<file path="src/rtl/cpu_pkg.sv">
// rtl/cpu_pkg.sv - shared types and constants for the EX-stage multiply/divide unit
package cpu_pkg;

    localparam int XLEN = 32;

    // Quotient returned by DIVU when the divisor is zero
    localparam logic [XLEN-1:0] DIV0_QUOT = 32'hFFFF_FFFF;

    typedef enum logic [1:0] {
        MD_MUL   = 2'b00,
        MD_MULHU = 2'b01,
        MD_DIVU  = 2'b10,
        MD_REMU  = 2'b11
    } md_op_e;

    typedef enum logic [1:0] {
        ST_IDLE = 2'b00,
        ST_BUSY = 2'b01,
        ST_DONE = 2'b10
    } md_state_e;

endpackage

</file>
<file path="src/rtl/ex_muldiv.sv">
// rtl/ex_muldiv.sv - iterative unsigned MUL/MULHU/DIVU/REMU unit for the EX stage
module ex_muldiv #(
    parameter int XLEN  = 32,
    parameter int CNT_W = 5
) (
    input  logic            clk_i,
    input  logic            rst_i,
    input  logic            start_i,
    input  logic [1:0]      op_i,
    input  logic [XLEN-1:0] rs1_i,
    input  logic [XLEN-1:0] rs2_i,
    input  logic [4:0]      rd_i,
    input  logic            flush_i,
    output logic            stall_o,
    output logic            done_o,
    output logic [XLEN-1:0] result_o,
    output logic [4:0]      rd_o,
    output logic            regwrite_o
);
    import cpu_pkg::*;

    localparam int AW = 2 * XLEN + 1;

    md_state_e        state_q, state_d;
    md_op_e           op_q;
    logic [CNT_W-1:0] cnt_q, cnt_d;
    logic [AW-1:0]    acc_q, acc_d;
    logic [XLEN-1:0]  opnd_q;
    logic [4:0]       rd_q;
    logic [XLEN-1:0]  result_q, result_d;
    logic [4:0]       rd_out_q, rd_out_d;

    logic             accept;
    logic             div0;
    logic             last_iter;

    logic [XLEN-1:0]  acc_hi, acc_lo;
    logic             is_div;
    logic [XLEN+1:0]  add_a, add_b, add_sum;
    logic             sub_neg;
    logic [XLEN:0]    mul_upper;
    logic [XLEN-1:0]  div_rem;
    logic [AW-1:0]    acc_step;

    assign accept    = (state_q == ST_IDLE) && start_i && !flush_i;
    assign div0      = op_i[1] && (rs2_i == '0);
    assign last_iter = (state_q == ST_BUSY) && (cnt_q == CNT_W'(XLEN - 1));

    // FSM: state register
    always_ff @(posedge clk_i) begin
        if (rst_i) begin
            state_q <= ST_IDLE;
        end else begin
            state_q <= state_d;
        end
    end

    // FSM: next state
    always_comb begin
        state_d = state_q;
        unique case (state_q)
            ST_IDLE: begin
                if (accept) begin
                    state_d = div0 ? ST_DONE : ST_BUSY;
                end
            end
            ST_BUSY: begin
                if (flush_i) begin
                    state_d = ST_IDLE;
                end else if (last_iter) begin
                    state_d = ST_DONE;
                end
            end
            ST_DONE: begin
                state_d = ST_IDLE;
            end
            default: begin
                state_d = ST_IDLE;
            end
        endcase
    end

    // FSM: outputs
    always_comb begin
        stall_o    = accept || (state_q == ST_BUSY);
        done_o     = (state_q == ST_DONE) && !flush_i;
        regwrite_o = done_o;
        result_o   = result_q;
        rd_o       = rd_out_q;
    end

    // One adder serves both algorithms: add for multiply, subtract (a + ~b + 1) for divide.
    // The accumulator's top bit is the carry slot of the 65-bit {carry, hi, lo} register.
    assign acc_hi  = acc_q[2*XLEN-1:XLEN];
    assign acc_lo  = acc_q[XLEN-1:0];
    assign is_div  = op_q[1];
    assign add_a   = is_div ? acc_q[2*XLEN:XLEN-1] : {1'b0, acc_q[2*XLEN:XLEN]};
    assign add_b   = is_div ? ~{2'b00, opnd_q} : {2'b00, opnd_q};
    assign add_sum = add_a + add_b + {{(XLEN+1){1'b0}}, is_div};
    assign sub_neg = add_sum[XLEN+1];

    assign mul_upper = acc_lo[0] ? add_sum[XLEN:0] : {1'b0, acc_hi};
    // On a failed trial the shifted remainder is below the divisor, so its MSB is zero
    assign div_rem   = sub_neg ? {acc_hi[XLEN-2:0], acc_lo[XLEN-1]} : add_sum[XLEN-1:0];

    always_comb begin
        acc_step = '0;
        if (is_div) begin
            acc_step = {1'b0, div_rem, acc_lo[XLEN-2:0], ~sub_neg};
        end else begin
            acc_step = {1'b0, mul_upper, acc_lo[XLEN-1:1]};
        end
    end

    // Datapath next state
    always_comb begin
        acc_d    = acc_q;
        cnt_d    = cnt_q;
        result_d = result_q;
        rd_out_d = rd_out_q;
        unique case (state_q)
            ST_IDLE: begin
                if (accept) begin
                    cnt_d = '0;
                    if (div0) begin
                        // Park both answers so the usual hi/lo selection applies
                        acc_d    = {1'b0, rs1_i, XLEN'(DIV0_QUOT)};
                        result_d = op_i[0] ? rs1_i : XLEN'(DIV0_QUOT);
                        rd_out_d = rd_i;
                    end else begin
                        acc_d = {1'b0, {XLEN{1'b0}}, op_i[1] ? rs1_i : rs2_i};
                    end
                end
            end
            ST_BUSY: begin
                acc_d = acc_step;
                cnt_d = cnt_q + 1'b1;
                if (last_iter && !flush_i) begin
                    result_d = op_q[0] ? acc_step[2*XLEN-1:XLEN] : acc_step[XLEN-1:0];
                    rd_out_d = rd_q;
                end
            end
            default: begin
            end
        endcase
    end

    always_ff @(posedge clk_i) begin
        if (rst_i) begin
            cnt_q    <= '0;
            acc_q    <= '0;
            op_q     <= MD_MUL;
            opnd_q   <= '0;
            rd_q     <= '0;
            result_q <= '0;
            rd_out_q <= '0;
        end else begin
            cnt_q    <= cnt_d;
            acc_q    <= acc_d;
            result_q <= result_d;
            rd_out_q <= rd_out_d;
            if (accept) begin
                op_q   <= md_op_e'(op_i);
                opnd_q <= op_i[1] ? rs2_i : rs1_i;
                rd_q   <= rd_i;
            end
        end
    end

endmodule

</file>
<file path="config.mk">
export PLATFORM = sky130hd
export DESIGN_NAME = ex_muldiv
export DESIGN_NICKNAME = d
export VERILOG_FILES = /design/src/rtl/cpu_pkg.sv /design/src/rtl/ex_muldiv.sv
export SDC_FILE = /design/constraint.sdc
export NUM_CORES = 1
export LEC_CHECK = 0
export ABC_AREA = 1
export CELL_PAD_IN_SITES_DETAIL_PLACEMENT = 0
export CELL_PAD_IN_SITES_GLOBAL_PLACEMENT = 1
export CORE_ASPECT_RATIO = 1.4
export CORE_UTILIZATION = 41
export DETAILED_ROUTE_END_ITERATION = 10
export GPL_TIMING_DRIVEN = 0
export PLACE_DENSITY_LB_ADDON = 0.1
export SKIP_LAST_GASP = 1
export SYNTH_ARGS = -nofsm -noshare
export SYNTH_HDL_FRONTEND = slang
export SYNTH_SLANG_ARGS = --single-unit
</file>
<file path="constraint.sdc">
create_clock -name clk_i -period 4.5 [get_ports clk_i]
set_input_delay 1.125 -clock clk_i [delete_from_list [all_inputs] [get_ports clk_i]]
set_output_delay 1.125 -clock clk_i [all_outputs]
set_load 0.01 [all_outputs]
</file>
# Word level (Yosys, flattened, before mapping)
# Index checks and enable logic that the tools add are counted.
# Widths: inputs -> output; s select.
# classes
add_sub_neg	3
n_eq_ne	7
mux	27
bitwise_logic	2
reduce_logical	14
# op_table
cell	count
$mux 32	8
$pmux 65 s2	1
$mux 64	2
$mux 34	2
$mux 65	1
$pmux 32 s2	1
$add 34x1->34	1
$add 34x34->34	1
$not 32->34	1
$mux 33	1
$logic_not 32->1	1
$mux 5	4
$pmux 5 s2	2
$mux 2	4
$logic_and 1x1->1	6
$add 5x1->5 const B	1
$eq 5x5->1 const B	1
$ne 2x2->1 const B	2
$pmux 2 s2	1
$reduce_and 2->1	2
$reduce_and 4->1	1
$ne 3x3->1 const B	1
$eq 2x1->1 const B	1
$eq 2x2->1 const B	1
6 further kinds	6
# word_totals
reg_bits	148
inputBits	75
out_inout_bits	40
elab_cells	61

# Longest topological paths before layout
# logic_depth
word_depth	9
mapped_depth	23
mapped_depth_nobuf	21

# Least setup slack after synthesis
# No wires, ideal clock.
# synth_timing
path_kind	register -> register
startpoint	register op_q[1]
endpoint	register acc_q[34]
setup_time_ns	0.128
arrival_time_ns	3.111
t_required_ns	4.372
setup_slack_ns	1.261
stages_incl_launch_ff	20
path_buffers	5
period_less_slack_ns	3.239
path_cell_list	dfxtp_1 clkbuf_1 buf_2 buf_2 buf_2 xor2_1 ha_1 a21oi_1 o21ai_0 a21oi_1 nor2_1 nor2_1 nand2_2 inv_2 buf_6 nand2_1 a21boi_1 nor2_1 nor2_1 nor2_1
# synth_between
elab_chain_cells	6
word_cells_on_any_way	8
classes_between	add/sub (2); mux (6)
# synth_rtl
item	line	rtl
from (decl)	ex_muldiv.sv:25	md_op_e op_q;
from (signal assigned)	ex_muldiv.sv:163	op_q <= md_op_e'(op_i);
$mux 34 (on tied branches)	ex_muldiv.sv:97, ex_muldiv.sv:98	
$add 34x34->34	ex_muldiv.sv:99	assign add_sum = add_a + add_b + {{(XLEN+1){1'b0}}, is_div};
$add 34x1->34	ex_muldiv.sv:99	
$mux 33 / $mux 32 (equally long branches)	ex_muldiv.sv:102, ex_muldiv.sv:104	
$mux 64 *	ex_muldiv.sv:108	if (is_div) begin
$pmux 65 s2 *	ex_muldiv.sv:121	unique case (state_q)
to (signal assigned)	ex_muldiv.sv:151	acc_q <= '0;
to (signal assigned)	ex_muldiv.sv:159	acc_q <= acc_d;
to (decl)	ex_muldiv.sv:27	logic [AW-1:0] acc_q, acc_d;
# Every way passes the cells marked *; elsewhere a longest branch is shown, timed or not.
# A chain may end at the register's enable or synchronous reset.

# Worst setup path after layout
# layout_timing
startpoint	input flush_i
endpoint	output stall_o
# layout_between
elab_chain_cells	3
# layout_rtl
item	line	rtl
from (decl)	ex_muldiv.sv:13	input logic flush_i,
$logic_not 1->1	ex_muldiv.sv:45	assign accept = (state_q == ST_IDLE) && start_i && !flush_i;
$logic_and 1x1->1	ex_muldiv.sv:45	
$logic_or 1x1->1	ex_muldiv.sv:85	stall_o = accept || (state_q == ST_BUSY);
to (decl)	ex_muldiv.sv:14	output logic stall_o,
# Every way passes these cells.

==> flow_metrics.py <==
metrics = {
    "cts": {
        "clk_pin_slew_ns": 0.06,
        "cts_sinks": 147,
        "postCtsHoldBufs": 0,
        "clk-insertion-delay-late_ns": 0.43,
        "cts_tree": "yes",
        "clockBufferDepth": 2,
        "h-tree-depth": 4,
        "cts_buffers": 17,
        "cts-root-buf": "clkbuf_16",
    },
    "timing": {
        "slew_violations": 0,
        "fmax_mhz": 224,
        "fin_skew_ns": 0.00825,
        "rsz0062_at_grt": "false",
        "finalSetupTns_ns": 0,
        "fin_crit_ns": 4.47,
        "finalSetupViolations": 0,
        "slew_headroom": 0.383,
        "worst_slack_ns": 0.0273,
        "hold_viol_final": 0,
        "worstMarginPinSlew_ns": 0.925,
        "fin_crit_sh": 0.994,
    },
    "routing": {
        "num_vias": 12900,
        "via_per_inst": 5.54,
        "avgRoutedWirePerCell_um": 21.4,
        "drtPass1Iterations": 7,
        "drtAntennaViolNets": 0,
        "detail_route.iter0.violations": 1168,
        "routed_wl_um": 49800,
        "drc": 0,
    },
    "finish": {
        "layout-drive-gt1-share": 0.0464,
        "syn2layout_area_growth_pct": 20.2,
        "final_util": 0.499,
        "fill_cells": 2929,
        "final_cell_mix": "nand2_1, a21oi_1, o21ai_0, dfxtp_1, inv_1",
        "layout.nets": 2058,
        "fin_area_um2": 13400,
        "final_common_cell": "nand2_1",
        "diodes": 0,
    },
    "worst_setup_path": {
        "worstRegToRegCells": 19,
        "crit_required_ns": 3.38,
        "cp-start-kind": "input pin",
        "r2r_slack_ns": 0.11,
        "critPathArrivalTime_ns": 3.35,
        "cp-end-kind": "output port",
        "reg2reg_to": "result_o[31]$_SDFFE_PP0P_",
        "crit_fanout": 14,
        "critPathLaunch": "flush_i",
        "critical_path_class": "input pin to output port",
        "r2r_start": "op_q[1]$_SDFFE_PP0P_",
    },
    "placement": {
        "place_area_um2": 12700,
        "hpwl_um": 41200,
        "place_ws_ns": -0.522,
        "io_buffers": 112,
        "place.gp.congestion": 0.967,
    },
    "pwr": {
        "p_int_mw": 2.72,
        "power_mw": 4.05,
        "peakVddDrop_mv": 0.220,
        "sw_frac_of_total": 0.330,
        "cellPowerDensity_nw_per_um2": 303,
        "power_frac_seq": 0.356,
        "power.leakage_nw": 5.89,
        "p_comb_frac": 0.249,
        "p_sw_mw": 1.34,
        "clkPwrFrac": 0.395,
    },
    "die": {
        "die_y_um": 197,
        "dieArea_um2": 27900,
        "rows": 71,
        "core-area_um2": 26800,
        "start_util": 0.415,
        "die_w_um": 141,
        "pin_count": 115,
    },
    "min_path": {
        "hold_class": "flop to flop",
        "hold_end": "rd_q[1]$_SDFFE_PP0P_",
        "min_from": "rd_q[1]$_SDFFE_PP0P_",
        "whs_path_depth": 2,
    },
    "yosys": {
        "synth_cells": 1818,
        "synth-seq-cells": 147,
        "synth-edff-count": 0,
        "synth_fp_nets": 1927,
        "async_reset_ff_frac": 0,
        "ys.flop_type": "dfxtp_1",
        "avgSynthCellArea_um2": 6.13,
        "yosysWarnings": 0,
        "synth.distinct_cells": 50,
        "ys_seq_area_frac": 0.264,
        "synth_area_um2": 11100,
    },
    "grt": {
        "grt_pass1_vias": 12600,
        "grt_usage": 0.363,
        "antenna_found_initial": 0,
        "grt_max_degree": 20,
        "grt_pass1_wl_um": 75100,
        "gr-total-overflow": 0,
    },
    "status": {
        "outcome": "completed",
    },
    "job": {
        "drv_cap": 0,
    },
}
==> cells in the mapped netlist (2+ instances only) <==
library cell / n / area [um^2]
a211oi_1: 3 / 22.5
a21boi_0: 2 / 15.0
a21boi_1: 3 / 22.5
a21o_1: 3 / 22.5
a21oi_1: 163 / 816
a21oi_2: 10 / 87.6
a22o_1: 6 / 52.6
a31oi_1: 64 / 400
a41oi_1: 3 / 26.3
buf_1: 4 / 15.0
buf_2: 14 / 70.1
buf_4: 5 / 37.5
buf_6: 7 / 78.8
clkbuf_1: 85 / 319
clkinv_1: 3 / 11.3
dfxtp_1: 147 / 2940
ha_1: 33 / 413
inv_1: 131 / 492
inv_2: 4 / 15.0
mux2i_1: 21 / 210
nand2_1: 575 / 2160
nand2_2: 3 / 18.8
nand3_1: 81 / 405
nand3b_1: 5 / 37.5
nand4_1: 6 / 37.5
nor2_1: 116 / 435
nor2_4: 2 / 22.5
nor3_1: 10 / 50.1
nor4_1: 5 / 31.3
o211ai_1: 15 / 113
o21a_1: 3 / 22.5
o21ai_0: 160 / 801
o21ai_1: 28 / 140
o21bai_1: 5 / 37.5
o221ai_1: 7 / 61.3
o22ai_1: 22 / 138
or2_2: 4 / 25.0
or4_4: 2 / 22.5
xnor2_1: 14 / 123
xor2_1: 34 / 298
==> power by group through the flow <==
stage / Sequential [mW] / Combinational [mW] / Clock, mW
final: 1.44 / 1.01 / 1.60
after global routing: 1.45 / 1.09 / 1.66
after CTS: 1.44 / 0.984 / 1.60
after detailed placement: 1.47 / 0.976 / 0
after global placement: 1.47 / 0.978 / 0
after floorplan: 1.45 / 0.597 / 0
==> kinds of logic after synthesis <==
logic type	Yosys count	share of synthesized area
compound gates	500	0.252
xor+xnor	48	0.0377
fa+ha+maj	34	0.0388
buf+inv	254	0.0936
flops	147	0.264
mux	21	0.0189
simple gates	814	0.295
==> per-stage QoR <==
stage                     hold WS, ns  cells
final                           0.455   2327
after detailed placement        0.447   2295
after CTS                       0.459   2326
after floorplan                 0.425   1818
after global routing            0.481   2327
after global placement          0.436   2295
==> worst max-delay path: stages <==
cell,delay [ns]
clkdlybuf4s50_1,0.46
inv_1,0.07
nand2_1,0.10
nor2_4,0.28
nor2_2,0.16
inv_2,0.26
buf_4,0.29
clkdlybuf4s50_1,0.58
==> flip-flops by register name, summed over array words and instances, names as in the netlist <==
register and count:
op_q 2, state_q 2, opnd_q 32, rd_o 5
rd_q 5, result_o 32, cnt_q 5, acc_q 64
==> per-layer routing <==
layer / share of wire / up-vias / track usage / wire (um)
met5: 0 / - / 0 / 0
met4: 0.048 / 0 / 0.185 / 2400
met3: 0.052 / 109 / 0.0349 / 2570
met2: 0.48 / 523 / 0.627 / 24000
met1: 0.42 / 5905 / 0.448 / 20900
li1: - / 6353 / - / -
==> worst max path at each step <==
stage / cells after the start / slack [ns] / to
2_1_floorplan: 19 / 1.26 / acc_q[34]$_SDFFE_PP0P_
3_3_place_gp: 19 / -0.58 / result_o[31]$_SDFFE_PP0P_
3_5_place_dp: 19 / -0.52 / result_o[31]$_SDFFE_PP0P_
4_1_cts: 18 / -0.008 / result_o[31]$_SDFFE_PP0P_
5_1_grt: 8 / 0.02 / stall_o
6_report: 8 / 0.03 / stall_o
==> repair_timing <==
action,CTS,global route
endpoints found under the setup margin,66,63
buffers inserted,0,2
pin swaps,1,1
resized for setup,6,4
==> cell type report <==
type,count,area [um^2],share of cell area
Clock buffer,19,443,0.0331
Multi-Input combinational cell,1417,7170,0.535
Clock inverter,13,208,0.0155
Inverter,139,523,0.0390
Timing Repair Buffer,114,1140,0.0848
Sequential cell,147,2940,0.220
Tap cell,365,457,0.0341
Buffer,113,524,0.0391
No activity file was read; power rests on OpenSTA's default activity.
